**src/rtl/rupt_if.sv**
```systemverilog
// rupt_if: handshake between the core (master) and the rupt sequencer (slave)
interface rupt_if #(parameter int NUM_RUPT = 10);
  logic [NUM_RUPT-1:0] rupt_src;
  logic                inhibit_set;
  logic                inhibit_clr;
  logic                ovf_lock;
  logic                rupt_ack;
  logic                resume;
  logic                rupt_req;
  logic [11:0]         rupt_vector;
  logic [3:0]          rupt_idx;
  logic                in_isr;
  logic                inhibited;
  logic [NUM_RUPT-1:0] pending;
  modport master (
    output rupt_src, inhibit_set, inhibit_clr, ovf_lock, rupt_ack, resume,
    input  rupt_req, rupt_vector, rupt_idx, in_isr, inhibited, pending
  );
  modport slave (
    input  rupt_src, inhibit_set, inhibit_clr, ovf_lock, rupt_ack, resume,
    output rupt_req, rupt_vector, rupt_idx, in_isr, inhibited, pending
  );
endinterface

```
**src/rtl/rupt_controller.sv**
```systemverilog
// rupt_controller: edge-latched, fixed-priority interrupt sequencer with req/ack/resume handshake
module rupt_controller #(
  parameter int          NUM_RUPT      = 10,
  parameter logic [11:0] VECTOR_BASE   = 12'o4000,
  parameter int          VECTOR_STRIDE = 4
) (
  input logic   clock,
  input logic   rst_l,
  rupt_if.slave bus
);
  typedef enum logic [1:0] {IDLE, REQ, ISR} state_t;
  state_t              state, state_nxt;
  logic [NUM_RUPT-1:0] prev, pending, edges, clr_mask;
  logic                inhibited, eligible, ack, withdraw;
  logic [3:0]          idx, win;
  logic [11:0]         vector;
  assign edges    = bus.rupt_src & ~prev;
  assign eligible = |pending & ~inhibited & ~bus.ovf_lock;
  assign ack      = state == REQ && bus.rupt_ack;
  assign withdraw = inhibited | bus.ovf_lock;
  assign clr_mask = ack ? NUM_RUPT'(1) << idx : '0;
  // Descending scan so the lowest pending index is the last one written.
  always_comb begin
    win = '0;
    for (int i = NUM_RUPT - 1; i >= 0; i--) if (pending[i]) win = 4'(i);
  end
  always_ff @(posedge clock or negedge rst_l)
    if (!rst_l) state <= IDLE;
    else state <= state_nxt;
  always_comb begin
    state_nxt = state == IDLE ? (eligible ? REQ : IDLE) :
                state == REQ  ? (bus.rupt_ack ? ISR : withdraw ? IDLE : REQ) :
                state == ISR  ? (bus.resume ? IDLE : ISR) : IDLE;
  end
  always_comb begin
    bus.rupt_req = state == REQ;
    bus.in_isr   = state == ISR;
  end
  // A same-cycle edge re-sets a bit cleared by ack, so the set wins.
  always_ff @(posedge clock or negedge rst_l)
    if (!rst_l) begin
      prev      <= '0;
      pending   <= '0;
      inhibited <= 1'b0;
      idx       <= '0;
      vector    <= '0;
    end else begin
      prev      <= bus.rupt_src;
      pending   <= (pending & ~clr_mask) | edges;
      inhibited <= bus.inhibit_set | (inhibited & ~bus.inhibit_clr);
      if (state == IDLE && eligible) begin
        idx    <= win;
        vector <= VECTOR_BASE + 12'(VECTOR_STRIDE * (int'(win) + 1));
      end
    end
  assign bus.rupt_idx    = idx;
  assign bus.rupt_vector = vector;
  assign bus.inhibited   = inhibited;
  assign bus.pending     = pending;
endmodule

```
**src/flat_wrapper.sv**
```systemverilog
// flat-port wrapper written by rule: the top's interface ports become plain ports
module rupt_controller_flat 
#(
  parameter int          NUM_RUPT      = 10,
  parameter logic [11:0] VECTOR_BASE   = 12'o4000,
  parameter int          VECTOR_STRIDE = 4
)
  (clock, rst_l, bus_rupt_src, bus_inhibit_set, bus_inhibit_clr, bus_ovf_lock, bus_rupt_ack, bus_resume, bus_rupt_req, bus_rupt_vector, bus_rupt_idx, bus_in_isr, bus_inhibited, bus_pending);
  rupt_if #(.NUM_RUPT(NUM_RUPT)) bus_i ();
  input logic clock;
  input logic rst_l;
  input wire logic [$bits(bus_i.rupt_src)-1:0] bus_rupt_src;
  input wire logic [$bits(bus_i.inhibit_set)-1:0] bus_inhibit_set;
  input wire logic [$bits(bus_i.inhibit_clr)-1:0] bus_inhibit_clr;
  input wire logic [$bits(bus_i.ovf_lock)-1:0] bus_ovf_lock;
  input wire logic [$bits(bus_i.rupt_ack)-1:0] bus_rupt_ack;
  input wire logic [$bits(bus_i.resume)-1:0] bus_resume;
  output wire logic [$bits(bus_i.rupt_req)-1:0] bus_rupt_req;
  output wire logic [$bits(bus_i.rupt_vector)-1:0] bus_rupt_vector;
  output wire logic [$bits(bus_i.rupt_idx)-1:0] bus_rupt_idx;
  output wire logic [$bits(bus_i.in_isr)-1:0] bus_in_isr;
  output wire logic [$bits(bus_i.inhibited)-1:0] bus_inhibited;
  output wire logic [$bits(bus_i.pending)-1:0] bus_pending;
  assign bus_i.rupt_src = bus_rupt_src;
  assign bus_i.inhibit_set = bus_inhibit_set;
  assign bus_i.inhibit_clr = bus_inhibit_clr;
  assign bus_i.ovf_lock = bus_ovf_lock;
  assign bus_i.rupt_ack = bus_rupt_ack;
  assign bus_i.resume = bus_resume;
  assign bus_rupt_req = bus_i.rupt_req;
  assign bus_rupt_vector = bus_i.rupt_vector;
  assign bus_rupt_idx = bus_i.rupt_idx;
  assign bus_in_isr = bus_i.in_isr;
  assign bus_inhibited = bus_i.inhibited;
  assign bus_pending = bus_i.pending;
  rupt_controller #(.NUM_RUPT(NUM_RUPT), .VECTOR_BASE(VECTOR_BASE), .VECTOR_STRIDE(VECTOR_STRIDE)) u_core (.clock(clock), .rst_l(rst_l), .bus(bus_i));
endmodule
```
**config.mk**
```make
export PLATFORM = sky130hd
export DESIGN_NAME = rupt_controller_flat
export DESIGN_NICKNAME = d
export VERILOG_FILES = /design/src/rtl/rupt_if.sv /design/src/rtl/rupt_controller.sv /design/src/flat_wrapper.sv
export SDC_FILE = /design/constraint.sdc
export NUM_CORES = 1
export LEC_CHECK = 0
export ABC_AREA = 1
export BUFFER_PORTS_ARGS = -buffer_cell sky130_fd_sc_hd__buf_2
export CORE_MARGIN = 3
export CORE_UTILIZATION = 53
export DETAILED_ROUTE_END_ITERATION = 12
export HOLD_SLACK_MARGIN = 0.02
export PLACE_DENSITY = 0.78
export REMOVE_ABC_BUFFERS = 1
export SKIP_LAST_GASP = 1
export SYNTH_ARGS = -nofsm -noshare
export SYNTH_HDL_FRONTEND = slang
export SYNTH_SLANG_ARGS = --single-unit
```
**constraint.sdc**
```tcl
create_clock -name clock -period 3.3 [get_ports clock]
set_input_delay 0.165 -clock clock [delete_from_list [all_inputs] [get_ports clock]]
set_output_delay 0.165 -clock clock [all_outputs]
set_load 0.03 [all_outputs]
```
After elaboration in Yosys (flattened, before gate mapping)
Cells that the tools add are included.
{ "op_classes": {"muxes": 18, "shifts": 1, "multipliers": 0, "reduce_logical": 4, "n_eq_ne": 2, "n_bitwise": 13, "order_cmp": 0, "add_sub_neg": 2, "div_mod_pow": 0} }
{ "op_table": {"columns": ["op", "count"], "rows": [
  ["4-bit two-way mux", 10],
  ["10-bit AND", 2],
  ["10-bit NOT", 2],
  ["12-bit adder (first input constant)", 1],
  ["10-bit two-way mux", 1],
  ["2-bit two-way mux", 5],
  ["10-bit OR", 1],
  ["10-bit OR reduction", 1],
  ["1-bit by 4-bit left shift with 10-bit output (first input constant)", 1],
  ["4-bit by 1-bit adder with 5-bit output (second input constant)", 1],
  ["1-bit AND", 3],
  ["1-bit NOT", 3],
  ["2-bit by 1-bit == test with 1-bit output (second input constant)", 1],
  ["2-bit == test (second input constant)", 1],
  ["1-bit logical AND", 2],
  ["2-bit logical NOT", 1],
  ["1-bit two-way mux", 2],
  ["1-bit OR", 2]
]} }
{ "word_totals": {"memories": 0, "mem_bits_rw": 0, "latchBits": 0, "reg_bits": 39, "wordCells": 46, "mem_bits_ro": 0, "out_inout_bits": 29} }

Longest topological paths before layout
Gate-level depths: netlist of run 1.
{ "logic_depth": {"depth_word": 12, "depth_mapped": 14, "ltp_nobuf": 14} }

Least setup slack after synthesis of run 1
OpenSTA, ideal clock, no wires.
{ "synth_path": {"path_type": "reg2reg", "startpoint": "register u_core.pending[8], in the netlist u_core.bus.pending[8]", "endpoint": "register u_core.vector[4], in the netlist u_core.bus.rupt_vector[4]", "slack_ps": 1684, "path_buffers": 0, "required_time_ps": 3217, "synth_period_minus_slack_ps": 1616, "t_arrival_ps": 1534, "path_stages_with_launch": 15, "path_cell_list": "dfrtp_1 -> inv_1 -> nand2_1 -> nand2_1 -> nand2_1 -> nand2_1 -> nand2_1 -> nand2_1 -> nand2_1 -> nand2_1 -> nand2_1 -> inv_1 -> ha_1 -> xor2_1 -> o21ai_0"} }
{ "synth_between": {"elab_chain_cells": 11} }
{ "synth_lines": {"columns": ["element", "line_no", "rtl"], "rows": [
  ["start, declared", "rupt_controller.sv:13", "logic [NUM_RUPT-1:0] prev, pending, edges, clr_mask;"],
  ["start signal, assigned", "rupt_controller.sv:49", "pending <= (pending & ~clr_mask) | edges;"],
  ["4-bit two-way mux (9 in series)", "rupt_controller.sv:25", "for (int i = NUM_RUPT - 1; i >= 0; i--) if (pending[i]) win = 4'(i);"],
  ["named net u_core.win[0]", "rupt_controller.sv:15", "logic [3:0] idx, win;"],
  ["4-bit by 1-bit adder with 5-bit output", "rupt_controller.sv:53", "vector <= VECTOR_BASE + 12'(VECTOR_STRIDE * (int'(win) + 1));"],
  ["12-bit adder", "rupt_controller.sv:53", null],
  ["end signal, assigned", "rupt_controller.sv:53", null],
  ["end, declared", "rupt_controller.sv:16", "logic [11:0] vector;"]
]} }
The timed path passes the listed nets, and every way through them passes these cells.
A chain may end at the register's enable or synchronous reset.

Worst setup path after layout of run 1
{ "layout_path": {"startpoint": "register u_core.pending[7], in the netlist u_core.bus.pending[7]", "endpoint": "register u_core.vector[4], in the netlist u_core.bus.rupt_vector[4]"} }
{ "layout_between": {"elab_chain_cells": 10} }
{ "layout_lines": {"columns": ["element", "line_no"], "rows": [
  ["4-bit two-way mux (8 in series)", "rupt_controller.sv:25"],
  ["named net u_core.win[0]", "rupt_controller.sv:15"],
  ["4-bit by 1-bit adder with 5-bit output", "rupt_controller.sv:53"],
  ["12-bit adder", "rupt_controller.sv:53"]
]} }
The timed path passes the listed nets, and every way through them passes these cells.

==> impl_metrics.tcl, run 1 <==
set metrics [dict create \
    run_status "finished, final reports clean" \
    whs_ps 31.3 \
    count_of_state_elements_after_synthesis 33 \
    postPlaceCellArea_um2 1670 \
    power.density_nw_per_um2 415 \
    most_numerous_cell_on_the_critical_path "sky130_fd_sc_hd__nand2_1" \
    syn2layout_area_growth_pct 27.2 \
    power.share.sequential 0.568 \
    grtUsageTotal 0.206 \
    globalRouteOverflowTotal 0 \
    grt_pass1_vias 1256 \
    antennaDiodeCount 0 \
    final_hold_viol_count 0 \
    layout_commonest_cell "sky130_fd_sc_hd__buf_2" \
    post_synthesis_cells 159 \
    clock_skew_ps 9.27 \
    holdCritPathClass "in2reg" \
    rows 18 \
    largest_net_degree_at_the_start_of_global_routing 34 \
    static_leakage_nw 0.993 \
    grt_setup_unrepaired "no" \
    cts.repair_timing.setup_buffer_count 0 \
    cp_max_fo 3 \
    layout.nets 236 \
    worst_ir_drop_vdd_v 0.000388 \
    layout-drive-gt1-share 0.292 \
    switchingPower_mw 0.228 \
    cts.root.buffer_cell "sky130_fd_sc_hd__clkbuf_4" \
    crit_path_launch_type "flip-flop" \
    htreeDepth 2 \
    cts_tree "yes" \
    detail_route.wl_per_cell_um 12.6 \
    final.period_utilization 0.497 \
    synth.avg_cell_area_um2 9.21 \
    firstDrtPassIters 4 \
    power_frac_comb 0.159 \
    cts_sinks 33 \
    arrival_ps 1890 \
    critPathKind "reg2reg" \
    core-area_um2 2540 \
    design_area_final_um2 1860 \
    worst-endpoint-required_ps 3550 \
    clock_path_buffers 2 \
    timing_worst_slew_pin_value_ps 712 \
    cpPeakStageDelay_ps 410 \
    ioPinCount 46 \
    synth.lib_cells_used.distinct 29 \
    clock_network_power_share 0.273 \
    synthesized_area_um2 1460 \
    grt_pass1_wl_um 5150 \
    library_cell_contributing_the_largest_single_delay_on_the_critical_path "sky130_fd_sc_hd__dfrtp_1" \
    layout_common_cells "39 x sky130_fd_sc_hd__buf_2, 33 x sky130_fd_sc_hd__nand2_1, 33 x sky130_fd_sc_hd__dfrtp_1" \
    drt_drc_violations_left 0 \
    die-width_um 58.6 \
    final_report_setup_violation_count 0 \
    port-buffer-count 39 \
    antenna_found_initial 0 \
    yosysSeqAreaShare 0.564 \
    power_report.internal_total_mw 0.545 \
    route.antenna.remaining_nets 0 \
    cts_made_buffers 5 \
    dp_hpwl_um 2280 \
    dieArea_um2 3430 \
    postCtsHoldBufs 14 \
    period_needed_ps 1640 \
    ys_warn_count 0 \
    tns_ps 0 \
    cp-end-kind "flip-flop" \
    via_count 1241 \
    fp.dieH_um 58.6 \
    slew_headroom 0.526 \
    path_clk_slew_ps 100 \
    initial_utilization 0.575 \
    post_cts_resize_count 0 \
    slew_limit_fails 0 \
    detail_route.wirelength_um 3130 \
    cp_cell_sequence "inv_2 > nand2_1 > nand2_1 > nand2_1 > nand2_1 > nand2_1 > nand2_1 > nand2_1 > nand2_1 > inv_1 > ha_1 > xor2_1 > o21ai_0" \
    max_cap_viol_count 0 \
    switching_share 0.295 \
    gpl.final_weighted_congestion 0.949 \
    maxClockFrequency_mhz 609 \
    via_per_inst 4.98 \
    drt-initial-drc-count 47 \
    worstSkewPairLatency_ps 340 \
]
==> metrics by stage <==
stage / worst slack, ps / util / instances / total power, mW
after floorplan: 1680 / - / 158 / 0.514
after global placement: 1810 / 0.656 / 227 / 0.553
after detailed placement: 1670 / 0.656 / 227 / 0.558
after CTS: 1640 / 0.732 / 249 / 0.782
after global routing: 1440 / 0.732 / 249 / 0.813
final: 1660 / 0.732 / 249 / 0.773
==> routing by layer <==
layer	GRT usage	share of wire
met4	0.129	0.022
met5	0	0
met1	0.233	0.40
met2	0.348	0.50
met3	0.0482	0.078
==> final timing paths <==
check | depth (start not counted) | slack (ps) | endpoint | from
worst max-delay path | 13 | 1660 | u_core.bus.rupt_vector[4]$_DFFE_PN0P_ | u_core.bus.pending[7]$_DFF_PN0_
worst min-delay path | 2 | 30 | u_core.state[0]$_DFF_PN0_ | bus_rupt_ack
worst max register to register | 13 | 1660 | u_core.bus.rupt_vector[4]$_DFFE_PN0P_ | u_core.bus.pending[7]$_DFF_PN0_
worst min register to register | 1 | 410 | u_core.bus.pending[8]$_DFF_PN0_ | u_core.prev[8]$_DFF_PN0_
max in group asynchronous | 2 | 2440 | u_core.prev[0]$_DFF_PN0_ | rst_l
min in group asynchronous | 2 | 400 | u_core.bus.pending[6]$_DFF_PN0_ | rst_l
==> registers in the layout (all words and copies together), names as in the netlist <==
name                    cells
u_core.bus.inhibited        1
u_core.bus.pending         10
u_core.bus.rupt_idx         4
u_core.bus.rupt_vector      6
u_core.prev                10
u_core.state                2
==> power groups by stage <==
stage               Combinational, mW  Clock, mW  Sequential, mW
floorplan                      0.0462          0           0.467
global placement                0.108          0           0.446
detailed placement              0.111          0           0.447
CTS                             0.124      0.219           0.439
global route                    0.137      0.235           0.442
finish                          0.123      0.211           0.439
==> cell type report <==
| cell class | instances | area (um^2) |
|---|---|---|
| Clock buffer | 6 | 41.3 |
| Tap cell | 30 | 37.5 |
| Timing Repair Buffer | 53 | 335 |
| Fill cell | 191 | 683 |
| Inverter | 33 | 126 |
| Clock inverter | 2 | 10.0 |
| Multi-Input combinational cell | 92 | 485 |
| Sequential cell | 33 | 826 |
==> critical path, delay by kind of cell, from the launching register on <==
kind            cells  cell delay (ps)
buf+inv             2              140
compound gates      1              170
flops               1              410
simple gates        8              470
fa+ha+maj           1              190
xor+xnor            1              150
==> cells in the mapped netlist <==
cell type	count	share of area
sky130_fd_sc_hd__nor3_1	1	0.0034
sky130_fd_sc_hd__nand2_2	1	0.0043
sky130_fd_sc_hd__or2_1	1	0.0043
sky130_fd_sc_hd__nor2_2	1	0.0043
sky130_fd_sc_hd__a21oi_1	1	0.0034
sky130_fd_sc_hd__nand4_4	2	0.029
sky130_fd_sc_hd__nor2_1	7	0.018
sky130_fd_sc_hd__o21ai_1	13	0.044
sky130_fd_sc_hd__nand3b_1	1	0.0051
sky130_fd_sc_hd__nor2_4	1	0.0077
sky130_fd_sc_hd__inv_2	10	0.026
sky130_fd_sc_hd__conb_1	1	0.0026
sky130_fd_sc_hd__inv_1	22	0.056
sky130_fd_sc_hd__o31ai_1	1	0.0051
sky130_fd_sc_hd__nand3_1	5	0.017
sky130_fd_sc_hd__nand2_1	33	0.085
sky130_fd_sc_hd__xor2_1	1	0.0060
sky130_fd_sc_hd__o41ai_1	1	0.0060
sky130_fd_sc_hd__buf_4	6	0.031
sky130_fd_sc_hd__o21ai_0	8	0.027
sky130_fd_sc_hd__nand2_4	1	0.0077
sky130_fd_sc_hd__o21bai_1	2	0.010
sky130_fd_sc_hd__o22ai_1	1	0.0043
sky130_fd_sc_hd__a31oi_1	1	0.0043
sky130_fd_sc_hd__ha_1	1	0.0085
sky130_fd_sc_hd__dfrtp_1	33	0.56
sky130_fd_sc_hd__inv_4	1	0.0043
sky130_fd_sc_hd__nor3_2	1	0.0068
sky130_fd_sc_hd__and3_1	1	0.0043
==> cell families (layout without fill, tap and decap cells) <==
family                     count (synthesis)  count (layout)  share of synthesized area
buffers and inverters                     39              94                      0.117
xor gates and xnor gates                   1               1                    0.00598
and+or+nand+nor                           56              56                      0.197
DFF                                       33              33                      0.564
AOI/OAI and AO/OA                         28              28                      0.105
other                                      1               6                    0.00256
adders and majority gates                  1               1                    0.00855
(Power assumes the default switching activity.)
==> inputs of run 2 (changes only) <==
Settings changed: CORE_UTILIZATION 53 to 50, PLACE_DENSITY 0.78 to 0.74.
Clock period 3.3 ns to 1.6 ns, I/O delays scaled along.
==> run 2 against run 1 <==
Compared with the run above: hold slack better by 8.6 ps; global-route usage is 0.32 points higher; via count is 0.40% lower; register-to-register slack worse by 1600 ps; critical path depth is 1 higher; combinational power is 120% higher; flip-flop and latch count stayed put; utilization is 0.78 points higher; sequential power is 110% higher.
==> impl_metrics.tcl, run 2 (synthesis results as in run 1) <==
set metrics [dict create \
    run_status "finished, final reports clean" \
    slew_headroom 0.535 \
    dp_worst_setup_slack_ps 77.8 \
    grtUsageTotal 0.209 \
    cts_made_buffers 5 \
    gpl.final_weighted_congestion 0.900 \
    layout-drive-gt1-share 0.314 \
    htreeDepth 2 \
    worst_ir_drop_vdd_v 0.00105 \
    route.antenna.remaining_nets 0 \
    holdCritPathClass "in2reg" \
    timing_worst_slew_pin_value_ps 698 \
    via_per_inst 4.89 \
    detail_route.wl_per_cell_um 12.9 \
    detail_route.wirelength_um 3260 \
    layout.nets 240 \
    core-area_um2 2640 \
    groute.layer.met2.usage 0.352 \
    worst-endpoint-required_ps 1830 \
    layout_commonest_cell "sky130_fd_sc_hd__buf_2" \
    tns_ps 0 \
    drt-initial-drc-count 31 \
    cts_tree "yes" \
    slew_limit_fails 0 \
    dp_hpwl_um 2160 \
    via_count 1236 \
    maxClockFrequency_mhz 645 \
    static_leakage_nw 1.02 \
    fp.dieH_um 60.1 \
    arrival_ps 1780 \
    grt_busiest_layer "met2" \
    max_cap_viol_count 0 \
    clock_skew_ps 7.04 \
    utilization 0.739 \
    final.period_utilization 0.969 \
    final_critical_path_setup_slack_ps 49.2 \
    path_clk_slew_ps 100 \
    layout_common_cells "39 x sky130_fd_sc_hd__buf_2, 33 x sky130_fd_sc_hd__dfrtp_1, 31 x sky130_fd_sc_hd__nand2_1" \
    syn2layout_area_growth_pct 33.1 \
    cp-end-kind "flip-flop" \
    port-buffer-count 39 \
    global_route.usage.met3 0.0950 \
    critPathKind "reg2reg" \
    initial_utilization 0.556 \
    cp_max_fo 3 \
    globalRouteOverflowTotal 0 \
    drt_drc_violations_left 0 \
    grt_pass1_wl_um 5460 \
    period_needed_ps 1550 \
    power.density_nw_per_um2 937 \
    antennaDiodeCount 0 \
    whs_ps 39.8 \
    final_hold_viol_count 0 \
    firstDrtPassIters 4 \
    largest_net_degree_at_the_start_of_global_routing 34 \
    rows 18 \
    final_report_setup_violation_count 0 \
    crit_path_launch_type "flip-flop" \
    grt_pass1_vias 1263 \
    antenna_found_initial 0 \
    cts_sinks 33 \
    dieArea_um2 3610 \
    die-width_um 60.1 \
    clock_path_buffers 2 \
    worstSkewPairLatency_ps 340 \
    grt_use_met1 0.239 \
    cts.root.buffer_cell "sky130_fd_sc_hd__clkbuf_4" \
    ioPinCount 46 \
    grt_setup_unrepaired "yes" \
]
[run 2: report_power, final]
group	switching, mW	total, mW	internal, mW
clock network	0.282	0.655	0.373
registers	0.0316	0.905	0.873
logic	0.176	0.266	0.0900
total	0.489	1.83	1.34
[run 2: worst paths after layout]
check	endpoint	slack [ps]	start	cells past startpoint
setup / recovery	u_core.bus.rupt_vector[4]$_DFFE_PN0P_	50	u_core.bus.pending[8]$_DFF_PN0_	14
hold / removal	u_core.state[0]$_DFF_PN0_	40	bus_ovf_lock	4
setup reg to reg	u_core.bus.rupt_vector[4]$_DFFE_PN0P_	50	u_core.bus.pending[8]$_DFF_PN0_	14
hold reg to reg	u_core.bus.pending[3]$_DFF_PN0_	410	u_core.prev[3]$_DFF_PN0_	1
max in group asynchronous	u_core.bus.rupt_vector[11]$_DFFE_PN0P_	830	rst_l	2
min in group asynchronous	u_core.prev[5]$_DFF_PN0_	320	rst_l	2
[run 2: repair_timing]
| action | in CTS | in global routing |
|---|---|---|
| endpoints found under the setup margin | 0 | 2 |
| endpoints found under the hold margin | 56 | 0 |
| hold buffers | 16 | 0 |
| gates resized for setup | 0 | 6 |
| buffers inserted | 0 | 2 |
[run 2: per-layer routing]
metal,vias up,part of all wire
li1,608,-
met1,575,0.41
met2,47,0.50
met3,6,0.079
met4,0,0.0098
met5,-,0
[run 2: area by class of cell]
| class | count | area [um^2] |
|---|---|---|
| tap | 30 | 37.5 |
| sequential | 33 | 826 |
| fill | 205 | 687 |
| clock inverter | 1 | 30.0 |
| inverter | 33 | 126 |
| clock buffer | 7 | 55.1 |
| multi-input combinational | 92 | 503 |
| timing repair buffer | 57 | 370 |
[run 2: metrics by stage]
step | area [um^2] | power [mW] | cells
detailed placement | 1670 | 1.15 | 227
global placement | 1670 | 1.14 | 227
finish | 1950 | 1.83 | 253
floorplan | 1440 | 1.06 | 158
CTS | 1920 | 1.83 | 251
global route | 1950 | 1.92 | 253
[run 2: critical path, cell delays in order (launching register included)]
cell and delay [ps]:
sky130_fd_sc_hd__dfrtp_1 410, sky130_fd_sc_hd__inv_1 60, sky130_fd_sc_hd__nand2_1 50, sky130_fd_sc_hd__nand2_1 60, sky130_fd_sc_hd__nand2_1 40, sky130_fd_sc_hd__nand2_1 50, sky130_fd_sc_hd__nand2_1 50, sky130_fd_sc_hd__nand2_1 50
sky130_fd_sc_hd__nand2_1 70, sky130_fd_sc_hd__nand2_2 100, sky130_fd_sc_hd__nand2_2 70, sky130_fd_sc_hd__inv_2 70, sky130_fd_sc_hd__ha_4 130, sky130_fd_sc_hd__xor2_1 140, sky130_fd_sc_hd__o21ai_1 80
